<file path="src/rtl/sonata_sw_debounce.sv">
// Switch conditioner: per-bit inversion, 2-flop synchroniser, counter debouncer, edge pulses.
// Latency: a pin level sampled at edge k reaches sw_o after edge k+1+DebounceCycles.
// No backpressure: free-running every clk_sys_i cycle, inputs never stalled.
//
// Ports:
//   clk_sys_i   system clock
//   rst_sys_ni  asynchronous active-low reset
//   sw_i        raw asynchronous switch pins (Width bits)
//   clr_i       per-bit pending-clear strobes
//   sw_o        debounced level, 1 = switch on
//   rise_o      one-cycle pulse when a sw_o bit goes 0->1
//   fall_o      one-cycle pulse when a sw_o bit goes 1->0
//   pending_o   latched edge flags (SONATA_SW_DEBOUNCE_IRQ_EN only, else 0)
//   irq_o       OR of pending flags (SONATA_SW_DEBOUNCE_IRQ_EN only, else 0)
//
// Optional feature macro: SONATA_SW_DEBOUNCE_IRQ_EN (pending flags + interrupt).

module sonata_sw_debounce #(
   parameter int unsigned Width          = 13,
   parameter int unsigned DebounceCycles = 500000,
   parameter bit          InvertInput    = 1'b1
) (
   input  logic             clk_sys_i,
   input  logic             rst_sys_ni,
   input  logic [Width-1:0] sw_i,
   input  logic [Width-1:0] clr_i,
   output logic [Width-1:0] sw_o,
   output logic [Width-1:0] rise_o,
   output logic [Width-1:0] fall_o,
   output logic [Width-1:0] pending_o,
   output logic             irq_o
);

   localparam int unsigned CntWidth = $clog2(DebounceCycles + 1);
   localparam logic [CntWidth-1:0] CntMax = CntWidth'(DebounceCycles - 1);
   localparam logic [CntWidth-1:0] CntOne = CntWidth'(1);

   logic [Width-1:0]    in_b;
   logic [Width-1:0]    s1_q, s2_q;
   logic [Width-1:0]    sw_q, sw_d;
   logic [Width-1:0]    rise_q, rise_d;
   logic [Width-1:0]    fall_q, fall_d;
   logic [CntWidth-1:0] cnt_q [Width];
   logic [CntWidth-1:0] cnt_d [Width];

   // Switches pull to ground when on, so the default inverts to get 1 = on.
   assign in_b = InvertInput ? ~sw_i : sw_i;

   // Each bit counts consecutive cycles where the synchronised level disagrees
   // with the accepted level; any agreeing cycle restarts the count. The final
   // disagreeing cycle accepts the level instead of incrementing, so the
   // counter tops out at DebounceCycles-1 and never wraps.
   always_comb begin
      sw_d   = sw_q;
      rise_d = '0;
      fall_d = '0;
      for (int b = 0; b < int'(Width); b++) begin
         cnt_d[b] = '0;
         if (s2_q[b] != sw_q[b]) begin
            if (cnt_q[b] == CntMax) begin
               sw_d[b]   = s2_q[b];
               rise_d[b] = s2_q[b];
               fall_d[b] = ~s2_q[b];
            end else begin
               cnt_d[b] = cnt_q[b] + CntOne;
            end
         end
      end
   end

   always_ff @(posedge clk_sys_i or negedge rst_sys_ni) begin
      if (!rst_sys_ni) begin
         s1_q   <= '0;
         s2_q   <= '0;
         sw_q   <= '0;
         rise_q <= '0;
         fall_q <= '0;
         for (int b = 0; b < int'(Width); b++) begin
            cnt_q[b] <= '0;
         end
      end else begin
         // Plain flop-to-flop synchroniser: nothing between s1 and s2.
         s1_q   <= in_b;
         s2_q   <= s1_q;
         sw_q   <= sw_d;
         rise_q <= rise_d;
         fall_q <= fall_d;
         for (int b = 0; b < int'(Width); b++) begin
            cnt_q[b] <= cnt_d[b];
         end
      end
   end

   assign sw_o   = sw_q;
   assign rise_o = rise_q;
   assign fall_o = fall_q;

`ifdef SONATA_SW_DEBOUNCE_IRQ_EN
   logic [Width-1:0] pend_q, pend_d;
   logic             irq_q;

   // A new edge pulse wins over a clear strobe in the same cycle.
   assign pend_d = (pend_q & ~clr_i) | rise_q | fall_q;

   always_ff @(posedge clk_sys_i or negedge rst_sys_ni) begin
      if (!rst_sys_ni) begin
         pend_q <= '0;
         irq_q  <= 1'b0;
      end else begin
         pend_q <= pend_d;
         irq_q  <= |pend_d;
      end
   end

   assign pending_o = pend_q;
   assign irq_o     = irq_q;
`else
   logic unused_clr;
   assign unused_clr = ^clr_i;
   assign pending_o  = '0;
   assign irq_o      = 1'b0;
`endif

endmodule

</file>
<file path="config.mk">
export PLATFORM = sky130hd
export DESIGN_NAME = sonata_sw_debounce
export DESIGN_NICKNAME = d
export VERILOG_FILES = /design/src/rtl/sonata_sw_debounce.sv
export SDC_FILE = /design/constraint.sdc
export NUM_CORES = 1
export LEC_CHECK = 0
export ABC_CLOCK_PERIOD_IN_PS = 2800
export BUFFER_PORTS_ARGS = -buffer_cell sky130_fd_sc_hd__buf_4
export CAP_MARGIN = 10
export CORE_ASPECT_RATIO = 1.1
export CORE_UTILIZATION = 25
export DETAILED_ROUTE_END_ITERATION = 12
export HOLD_SLACK_MARGIN = 0.1
export PLACE_DENSITY_LB_ADDON = 0.3
export SLEW_MARGIN = 5
export SYNTH_ARGS = -nofsm -noshare
export SYNTH_HDL_FRONTEND = slang
export SYNTH_SLANG_ARGS = --single-unit
</file>
<file path="constraint.sdc">
create_clock -name clk_sys_i -period 2.8 [get_ports clk_sys_i]
set_clock_uncertainty 0.2 [all_clocks]
set_input_delay 0 -clock clk_sys_i [delete_from_list [all_inputs] [get_ports clk_sys_i]]
set_output_delay 0 -clock clk_sys_i [all_outputs]
set_load 0.01 [all_outputs]
</file>
After elaboration in Yosys (flattened, before gate mapping)
Index checks and enable logic that the tools add are counted.
{"block": "totals", "reg_bits": 312, "inputBits": 28, "output_inout_bits": 53, "elab_cells": 174}
{"block": "op_classes", "n_addsub": 13, "eq_ne": 26, "muxes": 78, "bitwise_logic": 14, "reduce_logical": 13}
{"operator": "$mux 19", "n": 26}
{"operator": "$add 19x1->19 const B", "n": 13}
{"operator": "$eq 19x19->1 const B", "n": 13}
{"operator": "$mux 1", "n": 52}
{"operator": "$reduce_and 2->1", "n": 13}
{"operator": "$ne 1x1->1", "n": 13}
{"operator": "$not 1->1", "n": 13}
{"operator": "$not 13->13", "n": 1}

Depth between registers and ports, before layout
Gate-level depths: netlist of run 1.
{"block": "depth", "depth_word": 3, "mapped_depth": 7, "ltp_nobuf": 5}

Least setup slack after synthesis of run 1
No wires, ideal clock.
{"block": "synth_timing", "path_kind": "flip-flop to flip-flop", "start": "reg cnt_q[182] (netlist bit)", "end": "reg sw_q[3], in the netlist sw_o[3]", "setup_time_ps": 125, "arrival_time_ps": 1961, "required_ps": 2475, "slack_ps": 514, "path_stages_with_launch": 5, "path_buffers": 0, "period_less_slack_ps": 2286, "cell_sequence": "dfrtp_1 -> or4b_1 -> or4_4 -> or2_4 -> mux2_4"}
{"block": "synth_between", "elab_chain_cells": 2}
{"element": "start: declaration", "line": "43", "text": "logic [CntWidth-1:0] cnt_q [Width];"}
{"element": "start signal: indexed assignment", "line": "89", "text": "cnt_q[b] <= cnt_d[b];"}
{"element": "$eq 19x19->1", "line": "60", "text": "if (cnt_q[b] == CntMax) begin"}
{"element": "$reduce_and 2->1 (no source line)"}
{"element": "end signal: assignment", "line": "85", "text": "sw_q <= sw_d;"}
{"element": "end: declaration", "line": "40", "text": "logic [Width-1:0] sw_q, sw_d;"}
Every way passes these cells.
A chain may end at the register's enable or synchronous reset.

Worst setup path after layout of run 1
{"block": "layout_timing", "start": "reg cnt_q[185] (netlist bit)", "end": "reg sw_q[3], in the netlist sw_o[3]"}
Same word-level chain as after synthesis.

==> results.sh, run 1 <==
export IMPL_die_h_microns=255.1
export IMPL_synth_xor_xnor_area_share=0.1077
export IMPL_drcViolationCount=0
export IMPL_synthSimpleGateAreaFrac=0.2582
export IMPL_cp_required_ps=3030
export IMPL_status="complete, no violations"
export IMPL_grt_pass1_wl_mm=51.08
export IMPL_crit_type="flip-flop to flip-flop"
export IMPL_yosysTopAreaCellShare=0.5362
export IMPL_timing_fmax_mhz=427.6
export IMPL_cts_buffers=39
export IMPL_finalCriticalPeriod_ps=2339
export IMPL_combPwrFrac=0.032
export IMPL_yosysMostFrequentCell="dfrtp_1"
export IMPL_cts_sinks=312
export IMPL_wire_per_inst_microns=12.51
export IMPL_cpLargestDelayFamily="simple AND/OR/NAND/NOR gates"
export IMPL_yosys_most_used_dff="dfrtp_1"
export IMPL_path_clk_slew_ps=60
export IMPL_fp_row_count=92
export IMPL_p_sw_frac=0.2152
export IMPL_critical_path_max_stage_delay_ps=530
export IMPL_synth_area_leaders="dfrtp_1, xnor2_1, nor2_1, xor2_1, nand4_1"
export IMPL_fp_dieW_microns=232.1
export IMPL_synth_compound_area_frac=0.05001
export IMPL_synth_fa_ha_area_frac=0.01117
export IMPL_final_setup_tns_ps=0
export IMPL_r2r_start="cnt_q[185]"
export IMPL_max_vdd_ir_drop_mv=0.3661
export IMPL_cp_end_kind="flip-flop"
export IMPL_synth_edf_count=0
export IMPL_clk_latency_ps=560
export IMPL_leakagePower_uw=0.007228
export IMPL_hold_depth=0
export IMPL_power_internal_uw=8240
export IMPL_synth_largest_area_cell="dfrtp_1"
export IMPL_syn_avg_cell_area_sq_um=10.25
export IMPL_n_antenna_cell=0
export IMPL_slew_headroom=0.5663
export IMPL_maxCapViolCount=0
export IMPL_rsz0062_at_grt="no"
export IMPL_numPortBuffers=53
export IMPL_initial_core_util=0.2535
export IMPL_drive_above_1_share=0.1243
export IMPL_dieArea_sq_um=59210
export IMPL_dpl_hpwl_mm=19.09
export IMPL_antenna_found_initial=0
export IMPL_hold_violations=0
export IMPL_worst_slew_pin_slew_ps=644.6
export IMPL_cpMaxStageDelayCell="or4_4"
export IMPL_clkPwrFrac=0.526
export IMPL_cp_arrival_ps=2560
export IMPL_cp_max_fo=5
export IMPL_synth_top_family_by_area="simple AND/OR/NAND/NOR gates"
export IMPL_finalSetupViolCount=0
export IMPL_synth_common_cells="dfrtp_1, nor2_1, xnor2_1"
export IMPL_netlist_instances=1420
export IMPL_hold_path_endpoint="s2_q[3]"
export IMPL_start_kind="flip-flop"
export IMPL_num_vias=10696
export IMPL_finalNetCount=1588
export IMPL_reg2reg_depth=4
export IMPL_fin_crit_sh=0.8353
export IMPL_yosys_warnings=0
export IMPL_cts_root_buf="clkbuf_16"
export IMPL_r2r_end="sw_o[3]"
export IMPL_worstHoldStart="s1_q[3]"
export IMPL_finalWeightedCongestion=0.7759
export IMPL_syn2layout_area_growth_pct=22.07
export IMPL_async_flop_share=1.000
export IMPL_synthesis_area_sq_um=14560
export IMPL_ctsHtreeMaxLevel=2
export IMPL_drt_iter0_markers=528
export IMPL_drv_slew=0
export IMPL_path_buf_inv=0
export IMPL_synth_cell_types=50
export IMPL_clockBufferDepth=3
export IMPL_p_seq_frac=0.442
export IMPL_fin_area_sq_um=17770
export IMPL_ys_seq_area_frac=0.5362
export IMPL_grt_pass1_vias=10719
export IMPL_wirelength_mm=29.14
export IMPL_powerDensity_nw_per_um2=590.7
export IMPL_overflow=0
export IMPL_hold_class="flip-flop to flip-flop"
export IMPL_core_area_sq_um=57440
export IMPL_placed_area_sq_um=16020
export IMPL_p_switching_uw=2259
export IMPL_grtUsageTotal=0.1028
export IMPL_path_cells="or4b_1 -> or4_4 -> or2_4 -> mux2_4"
export IMPL_ant_nets=0
export IMPL_detail_route_vias_per_cell=4.593
export IMPL_cts_setup_buffers=0
export IMPL_muxShareOfSynthArea=0.01100
export IMPL_r2r_slack_ps=460
export IMPL_ioPinCount=81
export IMPL_cts_tree="built"
export IMPL_synth_seq_cells=312
export IMPL_grt_max_degree=79
export IMPL_finish_utilization=0.3094
export IMPL_drt_pre_antenna_iters=5
export IMPL_finalPower_uw=10500
## how the worst max path moves through the flow
| stage | startpoint | to | slack (ps) | cells past startpoint |
|---|---|---|---|---|
| global placement | cnt_q[182] | sw_o[3] | 450 | 4 |
| global route | cnt_q[143] | fall_o[5] | 290 | 4 |
| CTS | cnt_q[185] | sw_o[3] | 450 | 4 |
| finish | cnt_q[185] | sw_o[3] | 460 | 4 |
| detailed placement | cnt_q[182] | sw_o[3] | 460 | 4 |
| floorplan | cnt_q[182] | sw_o[3] | 510 | 4 |
## cell families after synthesis
kind of cell | Yosys count
adder cells (fa/ha/maj) | 13
AND/OR/NAND/NOR | 696
flip-flops | 312
XOR/XNOR | 179
multiplexers | 14
other | 1
buffers and inverters | 83
AO/OA/AOI/OAI | 122
## cell usage in the layout (no fill, tap or decap), types with 38 or more instances in the layout
cell type  instances
xnor2_1          109
inv_1             41
nor4_1            38
dfrtp_1          312
xor2_1            70
nor2_1           193
clkbuf_16         40
nand3_1           81
nand4_1           72
buf_4             82
a21oi_1           54
nand2_1           78
## sequential cells by signal (all words and copies together) (netlist names)
signal / count
cnt_q: 247
fall_o: 13
rise_o: 13
s1_q: 13
s2_q: 13
sw_o: 13
## what timing repair did
action,in CTS,in global routing
hold buffers,29,0
resized for setup,0,0
endpoints found under the hold margin,325,0
## power groups by stage
| stage | Clock, uW | Combinational (uW) | Sequential (uW) |
|---|---|---|---|
| finish | 5520 | 340 | 4640 |
| global route | 5930 | 398 | 4650 |
| CTS | 5770 | 356 | 4640 |
| detailed placement | 0 | 317 | 4720 |
| global placement | 0 | 313 | 4710 |
| floorplan | 0 | 151 | 4700 |
## cell type report
| type | instances | area (sq um) |
|---|---|---|
| clock buffer | 54 | 1154 |
| clock inverter | 17 | 287.8 |
| fill | 5869 | 39670 |
| inverter | 41 | 153.9 |
| multi-input combinational | 1038 | 6431 |
| sequential | 312 | 7807 |
| tap | 752 | 940.9 |
| timing repair buffer | 115 | 998.5 |
## through the flow
step / hold WS, ps / instances / worst slack [ps]
floorplan: -495.6 / 1433 / 513.8
global placement: -225.0 / 2229 / 448.4
detailed placement: -225.9 / 2229 / 456.4
CTS: 147.3 / 2329 / 448.9
global route: 152.4 / 2329 / 294.4
finish: 145.4 / 2329 / 461.2
## metal layers
| metal | track usage | up-vias | part of all wire |
|---|---|---|---|
| li1 | - | 5264 | - |
| met1 | 0.1318 | 5266 | 0.47 |
| met2 | 0.1664 | 115 | 0.46 |
| met3 | 0.01961 | 51 | 0.037 |
| met4 | 0.04887 | 0 | 0.030 |
| met5 | 0 | - | 0 |
Power figures use the tool's default switching activity.
==> run 2: changes to the inputs <==
ABC_CLOCK_PERIOD_IN_PS = 2450   (was 2800)
clock period = 2.45 ns   (was 2.8 ns; I/O delays follow)
==> run 2 against run 1 <==
  * Combinational power grew 12%
  * Final cell count hardly changed
  * Design area decreased by 0.36%
  * Critical endpoint unchanged
  * Largest power group unchanged
  * Highest routed layer unchanged
==> results.sh, run 2 (same netlist as run 1, synthesis figures left out) <==
export IMPL_status="complete, no violations"
export IMPL_clockBufferDepth=3
export IMPL_r2r_start="cnt_q[185]"
export IMPL_hold_violations=0
export IMPL_placed_cells=2236
export IMPL_maxCapViolCount=0
export IMPL_cts_sinks=312
export IMPL_fp_dieW_microns=232.1
export IMPL_timing_fmax_mhz=424.9
export IMPL_overflow=0
export IMPL_finalNetCount=1593
export IMPL_worst_slew_pin_slew_ps=651.9
export IMPL_use_met1=0.1322
export IMPL_largest_register="cnt_q"
export IMPL_finalCriticalPeriod_ps=2354
export IMPL_reg2reg_depth=4
export IMPL_cpMaxStageDelayCell="or4b_1"
export IMPL_hold_depth=0
export IMPL_ctsHtreeMaxLevel=2
export IMPL_final_cells=2330
export IMPL_hold_class="flip-flop to flip-flop"
export IMPL_drcViolationCount=0
export IMPL_cp_arrival_ps=2570
export IMPL_wire_per_inst_microns=12.44
export IMPL_num_vias=10625
export IMPL_n_antenna_cell=0
export IMPL_wirelength_mm=28.99
export IMPL_syn2layout_area_growth_pct=21.63
export IMPL_finalWeightedCongestion=0.7956
export IMPL_grt_max_degree=76
export IMPL_r2r_slack_ps=100
export IMPL_largest_reg_flops=247
export IMPL_busiest_layer="met2"
export IMPL_cpLargestDelayFamily="simple AND/OR/NAND/NOR gates"
export IMPL_drive_above_1_share=0.1255
export IMPL_antenna_found_initial=0
export IMPL_path_cells="or4b_1 -> or4_4 -> or2_4 -> mux2_4"
export IMPL_fp_row_count=92
export IMPL_layout_common_cells="dfrtp_1, nor2_1, xnor2_1, buf_4, nand3_1"
export IMPL_worstHoldStart="s1_q[3]"
export IMPL_cp_required_ps=2660
export IMPL_cp_end_kind="flip-flop"
export IMPL_crit_type="flip-flop to flip-flop"
export IMPL_drv_slew=0
export IMPL_critical_path_max_stage_delay_ps=540
export IMPL_r2r_end="sw_o[3]"
export IMPL_slew_headroom=0.5614
export IMPL_ctsHoldBuffers=28
export IMPL_cts_buffers=38
export IMPL_cts_resized=0
export IMPL_detail_route_vias_per_cell=4.560
export IMPL_grt_pass1_wl_mm=50.90
export IMPL_ant_nets=0
export IMPL_initial_core_util=0.2535
export IMPL_clk_latency_ps=550
export IMPL_core_area_sq_um=57440
export IMPL_finish_utilization=0.3083
export IMPL_drt_iter0_markers=566
export IMPL_ioPinCount=81
export IMPL_die_h_microns=255.1
export IMPL_start_kind="flip-flop"
export IMPL_leakagePower_uw=0.007213
export IMPL_path_clk_slew_ps=60
export IMPL_cts_setup_buffers=0
export IMPL_met3_usage=0.02061
export IMPL_rsz0062_at_grt="no"
export IMPL_cts_root_buf="clkbuf_16"
export IMPL_final_setup_tns_ps=0
export IMPL_grt_pass1_vias=10616
export IMPL_dpl_hpwl_mm=19.17
export IMPL_cp_max_fo=5
export IMPL_dieArea_sq_um=59210
export IMPL_max_vdd_ir_drop_mv=0.5025
export IMPL_cts_tree="built"
export IMPL_fin_crit_sh=0.9607
export IMPL_path_buf_inv=0
export IMPL_timing_hold_ws_ps=145.1
export IMPL_hold_path_endpoint="s2_q[3]"
export IMPL_drt_pre_antenna_iters=5
export IMPL_met2_usage=0.1644
export IMPL_powerDensity_nw_per_um2=658.9
export IMPL_finalSetupViolCount=0
export IMPL_numPortBuffers=53
export IMPL_grtUsageTotal=0.1020
export IMPL_layout_cells_most_common="dfrtp_1"
## run 2: metal layers
layer	wire, microns	vias up
met2	13260	113
met1	13760	5201
li1	-	5260
met4	868	0
met5	0	-
met3	1101	51
## run 2: area by class of cell
class / count / area, sq um
multi-input combinational: 1038 / 6431
timing repair buffer: 121 / 1023
inverter: 41 / 153.9
sequential: 312 / 7807
fill: 5879 / 39730
clock inverter: 11 / 186.4
clock buffer: 55 / 1166
tap: 752 / 940.9
## run 2: power breakdown
part	switching [uW]	internal [uW]	total (uW)
Clock	2170	3810	5990
Sequential	70.2	5230	5300
Combinational	237	145	382
## run 2: worst max path at each step
stage               start       to  slack, ps  depth (start not counted)
4_1_cts        cnt_q[185]  sw_o[3]         90                          4
6_report       cnt_q[185]  sw_o[3]        100                          4
3_5_place_dp   cnt_q[185]  sw_o[3]        100                          4
3_3_place_gp   cnt_q[185]  sw_o[3]        110                          4
2_1_floorplan  cnt_q[182]  sw_o[3]        160                          4
5_1_grt        cnt_q[185]  sw_o[3]         40                          4
## run 2: through the flow
step,setup WS [ps],power [uW],area (sq um)
4_1_cts,90.91,11970,17710
3_5_place_dp,96.23,5754,16080
2_1_floorplan,163.8,5546,14610
5_1_grt,37.23,12190,17710
3_3_place_gp,108.4,5747,16080
6_report,96.40,11670,17710
